[src/rtl/fib_multi_pkg.sv]
// Shared definitions for the multi-channel Fibonacci generator: register
// offsets, CTRL/STATUS bit positions and the per-channel address stride.
package fib_multi_pkg;

  // Register selector, taken from address bits [3:2] inside a channel slot
  typedef enum logic [1:0] {
    REG_CTRL   = 2'd0,
    REG_DIV    = 2'd1,
    REG_VALUE  = 2'd2,
    REG_STATUS = 2'd3
  } reg_e;

  // Byte offsets of the registers inside one channel slot
  localparam logic [3:0] OFF_CTRL   = 4'h0;
  localparam logic [3:0] OFF_DIV    = 4'h4;
  localparam logic [3:0] OFF_VALUE  = 4'h8;
  localparam logic [3:0] OFF_STATUS = 4'hC;

  // CTRL bit positions
  localparam int CTRL_RUN   = 0;
  localparam int CTRL_CLEAR = 1;
  localparam int CTRL_IEN   = 2;
  localparam int CTRL_HALT  = 3;

  // STATUS bit positions
  localparam int STAT_OVF     = 0;
  localparam int STAT_RUNNING = 1;

  // Channel slots are 16 bytes apart inside the 256-byte window
  localparam int CH_STRIDE = 16;
  localparam int CH_SHIFT  = $clog2(CH_STRIDE);
  localparam int CH_IDX_W  = 8 - CH_SHIFT;

endpackage

[src/rtl/fib_channel.sv]
// One Fibonacci channel: prescaler, a/b sequence registers, overflow handling
// and its CTRL/DIV/STATUS registers. IEN exists only with FIB_MULTI_IRQ_EN.
module fib_channel
  import fib_multi_pkg::*;
#(
  parameter int WIDTH = 30,
  parameter int DIVW  = 24
) (
  input  logic              clk,
  input  logic              rst_n,
  input  logic              ctrl_we,
  input  logic              div_we,
  input  logic              status_we,
  input  logic [31:0]       wdata,
  input  reg_e              reg_sel,
  output logic [WIDTH-1:0]  value,
  output logic              irq_req,
  output logic [31:0]       rd_data
);

  logic             run;
  logic             halt;
  logic             ien;
  logic             ovf;
  logic [DIVW-1:0]  div;
  logic [DIVW-1:0]  cnt;
  logic [WIDTH-1:0] a;
  logic [WIDTH-1:0] b;

  logic             tick;
  logic             clear;
  logic [WIDTH:0]   sum;

  assign tick  = run && (cnt == div);
  assign clear = ctrl_we && wdata[CTRL_CLEAR];
  assign sum   = {1'b0, a} + {1'b0, b};

  // NOTE: sequential state uses non-blocking assignments so every register
  // samples pre-edge values regardless of statement order in the block.
  always_ff @(posedge clk) begin
    if (!rst_n) begin
      run  <= 1'b0;
      halt <= 1'b0;
      ovf  <= 1'b0;
      div  <= '0;
      cnt  <= '0;
      a    <= '0;
      b    <= WIDTH'(1);
    end else begin
      if (ctrl_we) begin
        run  <= wdata[CTRL_RUN];
        halt <= wdata[CTRL_HALT];
      end
      if (div_we) begin
        div <= wdata[DIVW-1:0];
      end

      // Prescaler: a DIV write restarts the count from zero
      if (div_we || tick) begin
        cnt <= '0;
      end else if (run) begin
        cnt <= cnt + DIVW'(1);
      end

      // W1C first so an overflow on the same edge wins
      if (status_we && wdata[STAT_OVF]) begin
        ovf <= 1'b0;
      end

      if (clear) begin
        a <= '0;
        b <= WIDTH'(1);
      end else if (tick) begin
        if (sum[WIDTH]) begin
          ovf <= 1'b1;
          if (halt) begin
            run <= 1'b0;
          end else begin
            a <= '0;
            b <= WIDTH'(1);
          end
        end else begin
          a <= b;
          b <= sum[WIDTH-1:0];
        end
      end
    end
  end

`ifdef FIB_MULTI_IRQ_EN
  always_ff @(posedge clk) begin
    if (!rst_n) begin
      ien <= 1'b0;
    end else if (ctrl_we) begin
      ien <= wdata[CTRL_IEN];
    end
  end
`else
  assign ien = 1'b0;
`endif

  assign value   = a;
  assign irq_req = ovf & ien;

  // NOTE: every output of a combinational block gets a default first, so no
  // path through the case leaves it unassigned and infers a latch.
  always_comb begin
    rd_data = '0;
    unique case (reg_sel)
      REG_CTRL: begin
        rd_data[CTRL_RUN]  = run;
        rd_data[CTRL_IEN]  = ien;
        rd_data[CTRL_HALT] = halt;
      end
      REG_DIV:    rd_data[DIVW-1:0]  = div;
      REG_VALUE:  rd_data[WIDTH-1:0] = a;
      REG_STATUS: begin
        rd_data[STAT_OVF]     = ovf;
        rd_data[STAT_RUNNING] = run;
      end
    endcase
  end

  // Upper data bits and, without interrupts, the IEN bit are don't-cares
  logic unused_wdata;
  assign unused_wdata = ^wdata;

endmodule

[src/rtl/fib_multi.sv]
// NCH-channel Fibonacci generator on a Wishbone slave. Optional interrupt
// support is enabled by defining FIB_MULTI_IRQ_EN.
module fib_multi
  import fib_multi_pkg::*;
#(
  parameter int          NCH   = 4,
  parameter int          WIDTH = 30,
  parameter int          DIVW  = 24,
  parameter logic [31:0] BASE  = 32'h3000_0000
) (
  input  logic                 wb_clk_i,
  input  logic                 reset_n,
  input  logic                 wbs_stb_i,
  input  logic                 wbs_cyc_i,
  input  logic                 wbs_we_i,
  input  logic [3:0]           wbs_sel_i,
  input  logic [31:0]          wbs_adr_i,
  input  logic [31:0]          wbs_dat_i,
  output logic                 wbs_ack_o,
  output logic [31:0]          wbs_dat_o,
  output logic [NCH*WIDTH-1:0] value_o,
  output logic                 irq_o
);

  logic                in_window;
  logic                access;
  logic                wr_commit;
  logic [CH_IDX_W-1:0] ch_idx;
  reg_e                reg_sel;

  logic [NCH-1:0]      ctrl_we;
  logic [NCH-1:0]      div_we;
  logic [NCH-1:0]      status_we;
  logic [NCH-1:0]      ch_irq;
  logic [WIDTH-1:0]    ch_value [NCH];
  logic [31:0]         ch_rd    [NCH];
  logic [31:0]         rd_mux;

  assign in_window = (wbs_adr_i[31:8] == BASE[31:8]);
  assign ch_idx    = wbs_adr_i[7:CH_SHIFT];
  assign reg_sel   = reg_e'(wbs_adr_i[3:2]);

  // Masking with the current ack enforces an idle cycle between acks
  assign access    = wbs_stb_i && wbs_cyc_i && in_window && !wbs_ack_o;
  assign wr_commit = access && wbs_we_i && (wbs_sel_i == 4'hF);

  always_comb begin
    ctrl_we   = '0;
    div_we    = '0;
    status_we = '0;
    for (int c = 0; c < NCH; c++) begin
      if (wr_commit && (ch_idx == CH_IDX_W'(c))) begin
        ctrl_we[c]   = (reg_sel == REG_CTRL);
        div_we[c]    = (reg_sel == REG_DIV);
        status_we[c] = (reg_sel == REG_STATUS);
      end
    end
  end

  // Slots beyond NCH fall through to zero
  always_comb begin
    rd_mux = '0;
    for (int c = 0; c < NCH; c++) begin
      if (ch_idx == CH_IDX_W'(c)) begin
        rd_mux = ch_rd[c];
      end
    end
  end

  for (genvar c = 0; c < NCH; c++) begin : g_ch
    fib_channel #(
      .WIDTH (WIDTH),
      .DIVW  (DIVW)
    ) u_ch (
      .clk       (wb_clk_i),
      .rst_n     (reset_n),
      .ctrl_we   (ctrl_we[c]),
      .div_we    (div_we[c]),
      .status_we (status_we[c]),
      .wdata     (wbs_dat_i),
      .reg_sel   (reg_sel),
      .value     (ch_value[c]),
      .irq_req   (ch_irq[c]),
      .rd_data   (ch_rd[c])
    );

    assign value_o[c*WIDTH +: WIDTH] = ch_value[c];
  end

  always_ff @(posedge wb_clk_i) begin
    if (!reset_n) begin
      wbs_ack_o <= 1'b0;
      wbs_dat_o <= '0;
    end else begin
      wbs_ack_o <= access;
      wbs_dat_o <= (access && !wbs_we_i) ? rd_mux : '0;
    end
  end

`ifdef FIB_MULTI_IRQ_EN
  always_ff @(posedge wb_clk_i) begin
    if (!reset_n) begin
      irq_o <= 1'b0;
    end else begin
      irq_o <= |ch_irq;
    end
  end
`else
  assign irq_o = 1'b0;

  logic unused_irq;
  assign unused_irq = ^ch_irq;
`endif

  logic unused_adr;
  assign unused_adr = ^wbs_adr_i[1:0];

endmodule
[config.mk]
export PLATFORM = sky130hd
export DESIGN_NAME = fib_multi
export DESIGN_NICKNAME = d
export VERILOG_FILES = /design/src/rtl/fib_multi_pkg.sv /design/src/rtl/fib_channel.sv /design/src/rtl/fib_multi.sv
export SDC_FILE = /design/constraint.sdc
export NUM_CORES = 1
export LEC_CHECK = 0
export ABC_CLOCK_PERIOD_IN_PS = 5900
export CORE_MARGIN = 3
export CORE_UTILIZATION = 31
export DETAILED_ROUTE_END_ITERATION = 12
export MAX_ROUTING_LAYER = met4
export PLACE_DENSITY = 0.48
export REMOVE_ABC_BUFFERS = 1
export SLEW_MARGIN = 20
export SYNTH_ARGS = -nofsm -noshare
export SYNTH_HDL_FRONTEND = slang
export SYNTH_SLANG_ARGS = --single-unit
[constraint.sdc]
create_clock -name wb_clk_i -period 5.9 [get_ports wb_clk_i]
set_clock_uncertainty 0.1 [all_clocks]
set_input_delay 1.18 -clock wb_clk_i [delete_from_list [all_inputs] [get_ports wb_clk_i]]
set_output_delay 1.18 -clock wb_clk_i [all_outputs]
set_load 0.03 [all_outputs]
==> impl_metrics.ini <==
[status]
outcome = finished clean

[synthesis]
ys_seq_area_share_pct = 37.3
ys_ff_latch = 475
synth.most_common_cell = sky130_fd_sc_hd__dfxtp_1
synth_top_cells_by_count = sky130_fd_sc_hd__dfxtp_1 (475), sky130_fd_sc_hd__nor2_1 (372), sky130_fd_sc_hd__nand2_1 (364), sky130_fd_sc_hd__a22oi_1 (216), sky130_fd_sc_hd__xnor2_1 (173)
postSynthCellCount = 3030
synth.distinct_cells = 80
post_synth.cell_area_avg_um2 = 8.42
warnings_synthesis = 0
ys_async_sr_fraction_pct = 0
postSynth.topFlopCell = sky130_fd_sc_hd__dfxtp_1
synth_top_cell_by_area = sky130_fd_sc_hd__dfxtp_1
number_of_synthesized_flops_with_an_enable_pin = 0
synthesis.area_um2 = 25500
dominant_cells_by_area_after_synthesis = sky130_fd_sc_hd__dfxtp_1 (37%), sky130_fd_sc_hd__ha_1 (6.4%), sky130_fd_sc_hd__a22oi_1 (6.4%)
area_fraction_of_the_dominant_cell_type_after_synthesis_pct = 37.3

[setup_path]
worstPathMaxFanout = 27
kind_of_launch_point_of_the_worst_setup_path = register
crit_type = register to register
critPathRequiredTime_ns = 6.35
worst_r2r_path_depth = 14
worst-endpoint-arrival_ns = 5.19
crit_path_end_kind = register

[final_layout]
post-route-util_pct = 37.8
fillers = 8385
areaGrowthSynthToFinish_pct = 20.0
final_net_count = 3388
postLayoutCellArea_um2 = 30600
drive_gt1_share_pct = 5.06

[pwr]
ir_drop_v = 0.000210
leakagePower_uw = 0.0118
power_dens_cells_nw_per_um2 = 232

[floorplanning]
placementRows = 104
io_pins = 227
fp.dieW_um = 293
die_outline_area_um2 = 85700
die-height_um = 293
core-area_um2 = 81100
initial_core_util_pct = 31.5

[clock_network]
tritoncts_clock_tree = built
post_cts_resize_count = 0
numCtsBuffers = 58
cts.path.max_buffers = 3
postCtsSetupRepairBufs = 0
worst_skew_pair.late_latency_ns = 0.62
cts-hold-fix-buffers = 0
clk_pin_slew_worst_paths_ns = 0.06
cts.sinks = 475
cts-htree-levels = 2
cts-root-buf = sky130_fd_sc_hd__clkbuf_16

[global_route]
number_of_global_route_vias_before_repair = 22200
grt_max_degree = 72
grt_antenna_before_repair = 1
grtUsageTotal_pct = 21.7
grt_pass1_wl_mm = 140
grt_overflow_total = 0

[routing]
first_pass_iteration_count_of_the_detailed_router = 5
detailedRoute.firstIterationViolations = 1580
viasPerCell = 5.41
via_count = 23200
wl_per_cell_um = 21.8
detail_route.drc_violations = 0
ant_nets = 0
wl_mm = 93.5

[sta]
post-route-period-util_pct = 80.4
finalWorstPathRequiredPeriod_ns = 4.75
max_slew_headroom_at_the_worst_pin_pct = 29.3
timing_limited_maximum_frequency_ghz = 0.211
final_max_slew_viol_count = 0
aggregate_negative_setup_slack_ns = 0
max_slew.worst_pin.slew_ns = 1.06
finalSetupViolCount = 0
number_of_endpoints_with_negative_hold_slack_in_the_final_report = 0
grt_setup_unrepaired = no

[hold_path]
min-delay-path-class = register to register
hold_depth = 2

[placement]
placed_area_um2 = 28600
dp_hpwl_mm = 70.3
io_buffers = 213
finalWeightedCongestion = 0.917

[flow_run]
maxCapViolCount = 0
==> layout by cell type (no fill, tap or decap), types with 10 or more instances in the layout <==
cell,instances
sky130_fd_sc_hd__a21o_1,67
sky130_fd_sc_hd__clkinv_2,14
sky130_fd_sc_hd__a21oi_1,123
sky130_fd_sc_hd__clkdlybuf4s50_1,212
sky130_fd_sc_hd__and3_1,34
sky130_fd_sc_hd__or3_1,11
sky130_fd_sc_hd__mux2i_1,12
sky130_fd_sc_hd__clkbuf_8,13
sky130_fd_sc_hd__xnor2_1,173
sky130_fd_sc_hd__a221oi_1,24
sky130_fd_sc_hd__nor2_1,371
sky130_fd_sc_hd__a21boi_0,102
sky130_fd_sc_hd__a22o_1,65
sky130_fd_sc_hd__nand4_1,50
sky130_fd_sc_hd__o21a_1,15
sky130_fd_sc_hd__o22ai_1,23
sky130_fd_sc_hd__nand3_1,66
sky130_fd_sc_hd__nor4_1,23
sky130_fd_sc_hd__o21ai_0,71
sky130_fd_sc_hd__nor2b_1,18
sky130_fd_sc_hd__and2_1,10
sky130_fd_sc_hd__clkbuf_16,59
sky130_fd_sc_hd__o21ai_1,17
sky130_fd_sc_hd__dfxtp_1,475
sky130_fd_sc_hd__a31oi_1,11
sky130_fd_sc_hd__xor2_1,119
sky130_fd_sc_hd__nor3_1,72
sky130_fd_sc_hd__inv_1,44
sky130_fd_sc_hd__a211oi_1,15
sky130_fd_sc_hd__nand2_1,364
sky130_fd_sc_hd__o211ai_1,11
sky130_fd_sc_hd__ha_1,128
sky130_fd_sc_hd__a22oi_1,216
sky130_fd_sc_hd__o21bai_1,20
sky130_fd_sc_hd__buf_4,39
==> routing by layer <==
metal	vias up	share of wire [%]	wire (um)	GRT usage, %
li1	11200	-	-	-
met1	11200	46	43200	29.5
met2	642	46	43200	34.7
met3	101	5.4	5030	2.43
met4	0	2.2	2090	5.26
met5	-	0	0	-
==> path summary, 6_finish.rpt <==
path                                       startpoint            endpoint  slack, ns
worst max-delay path            g_ch[0].u_ch.value[0]  g_ch[0].u_ch.b[23]       1.15
worst min-delay path               g_ch[3].u_ch.b[24]  g_ch[3].u_ch.b[24]       0.37
worst max register to register  g_ch[0].u_ch.value[0]  g_ch[0].u_ch.b[23]       1.15
worst min register to register     g_ch[3].u_ch.b[24]  g_ch[3].u_ch.b[24]       0.37
==> metrics by stage <==
stage | cells | worst slack, ns | power (uW) | hold slack, ns
2_1_floorplan | 2868 | 0.284 | 3350 | 0.342
3_3_place_gp | 4180 | 1.08 | 3500 | 0.356
3_5_place_dp | 4180 | 1.03 | 3500 | 0.363
4_1_cts | 4283 | 1.15 | 7190 | 0.371
5_1_grt | 4284 | 0.875 | 7330 | 0.391
6_report | 4285 | 1.15 | 7100 | 0.365
==> worst max-delay path: stages (launching register included) <==
cell                        delay [ns]
sky130_fd_sc_hd__dfxtp_1          0.41
sky130_fd_sc_hd__ha_1             0.31
sky130_fd_sc_hd__fa_1             0.42
sky130_fd_sc_hd__a21oi_1          0.24
sky130_fd_sc_hd__o21ai_1          0.15
sky130_fd_sc_hd__o22ai_1          0.33
sky130_fd_sc_hd__a2bb2oi_2        0.34
sky130_fd_sc_hd__o41ai_2          0.18
sky130_fd_sc_hd__a41o_1           0.30
sky130_fd_sc_hd__a21oi_1          0.45
sky130_fd_sc_hd__nor2b_1          0.20
sky130_fd_sc_hd__buf_4            0.20
sky130_fd_sc_hd__and2_1           0.65
sky130_fd_sc_hd__buf_12           0.26
sky130_fd_sc_hd__a22o_1           0.14
==> layout make-up <==
cell class	count	area [um^2]	share of cell area, %
Sequential cell	475	9510	31.1
Clock inverter	22	245	0.801
Timing Repair Buffer	253	2450	8.02
Clock buffer	81	1690	5.52
Antenna cell	1	2.50	0.00818
Inverter	44	165	0.540
Tap cell	1060	1330	4.33
Multi-Input combinational cell	2349	15200	49.7
==> sequential cells by signal, summed over array words and instances (netlist names) <==
signal,cells
g_ch.u_ch.halt,4
wbs_ack_o,1
g_ch.u_ch.run,4
g_ch.u_ch.div,96
g_ch.u_ch.cnt,96
g_ch.u_ch.ovf,4
wbs_dat_o,30
g_ch.u_ch.b,120
g_ch.u_ch.value,120
==> logic make-up (layout without fill, tap and decap cells) <==
group	after synthesis	in the layout	share of synthesized area, %
simple gates	1057	1057	18.3
compound gates	849	849	23.7
flops	475	475	37.3
xor+xnor	292	292	10.0
buf+inv	208	400	3.47
fa+ha+maj	134	134	6.69
mux	14	14	0.559
other cells	1	4	0.0147
==> power by group <==
group | switching (uW) | internal (uW)
clock network | 1460 | 2200
registers | 0.000000115 | 3210
logic | 164 | 66.4
total | 1630 | 5470
Note: power is estimated with default switching activity, not from simulation.
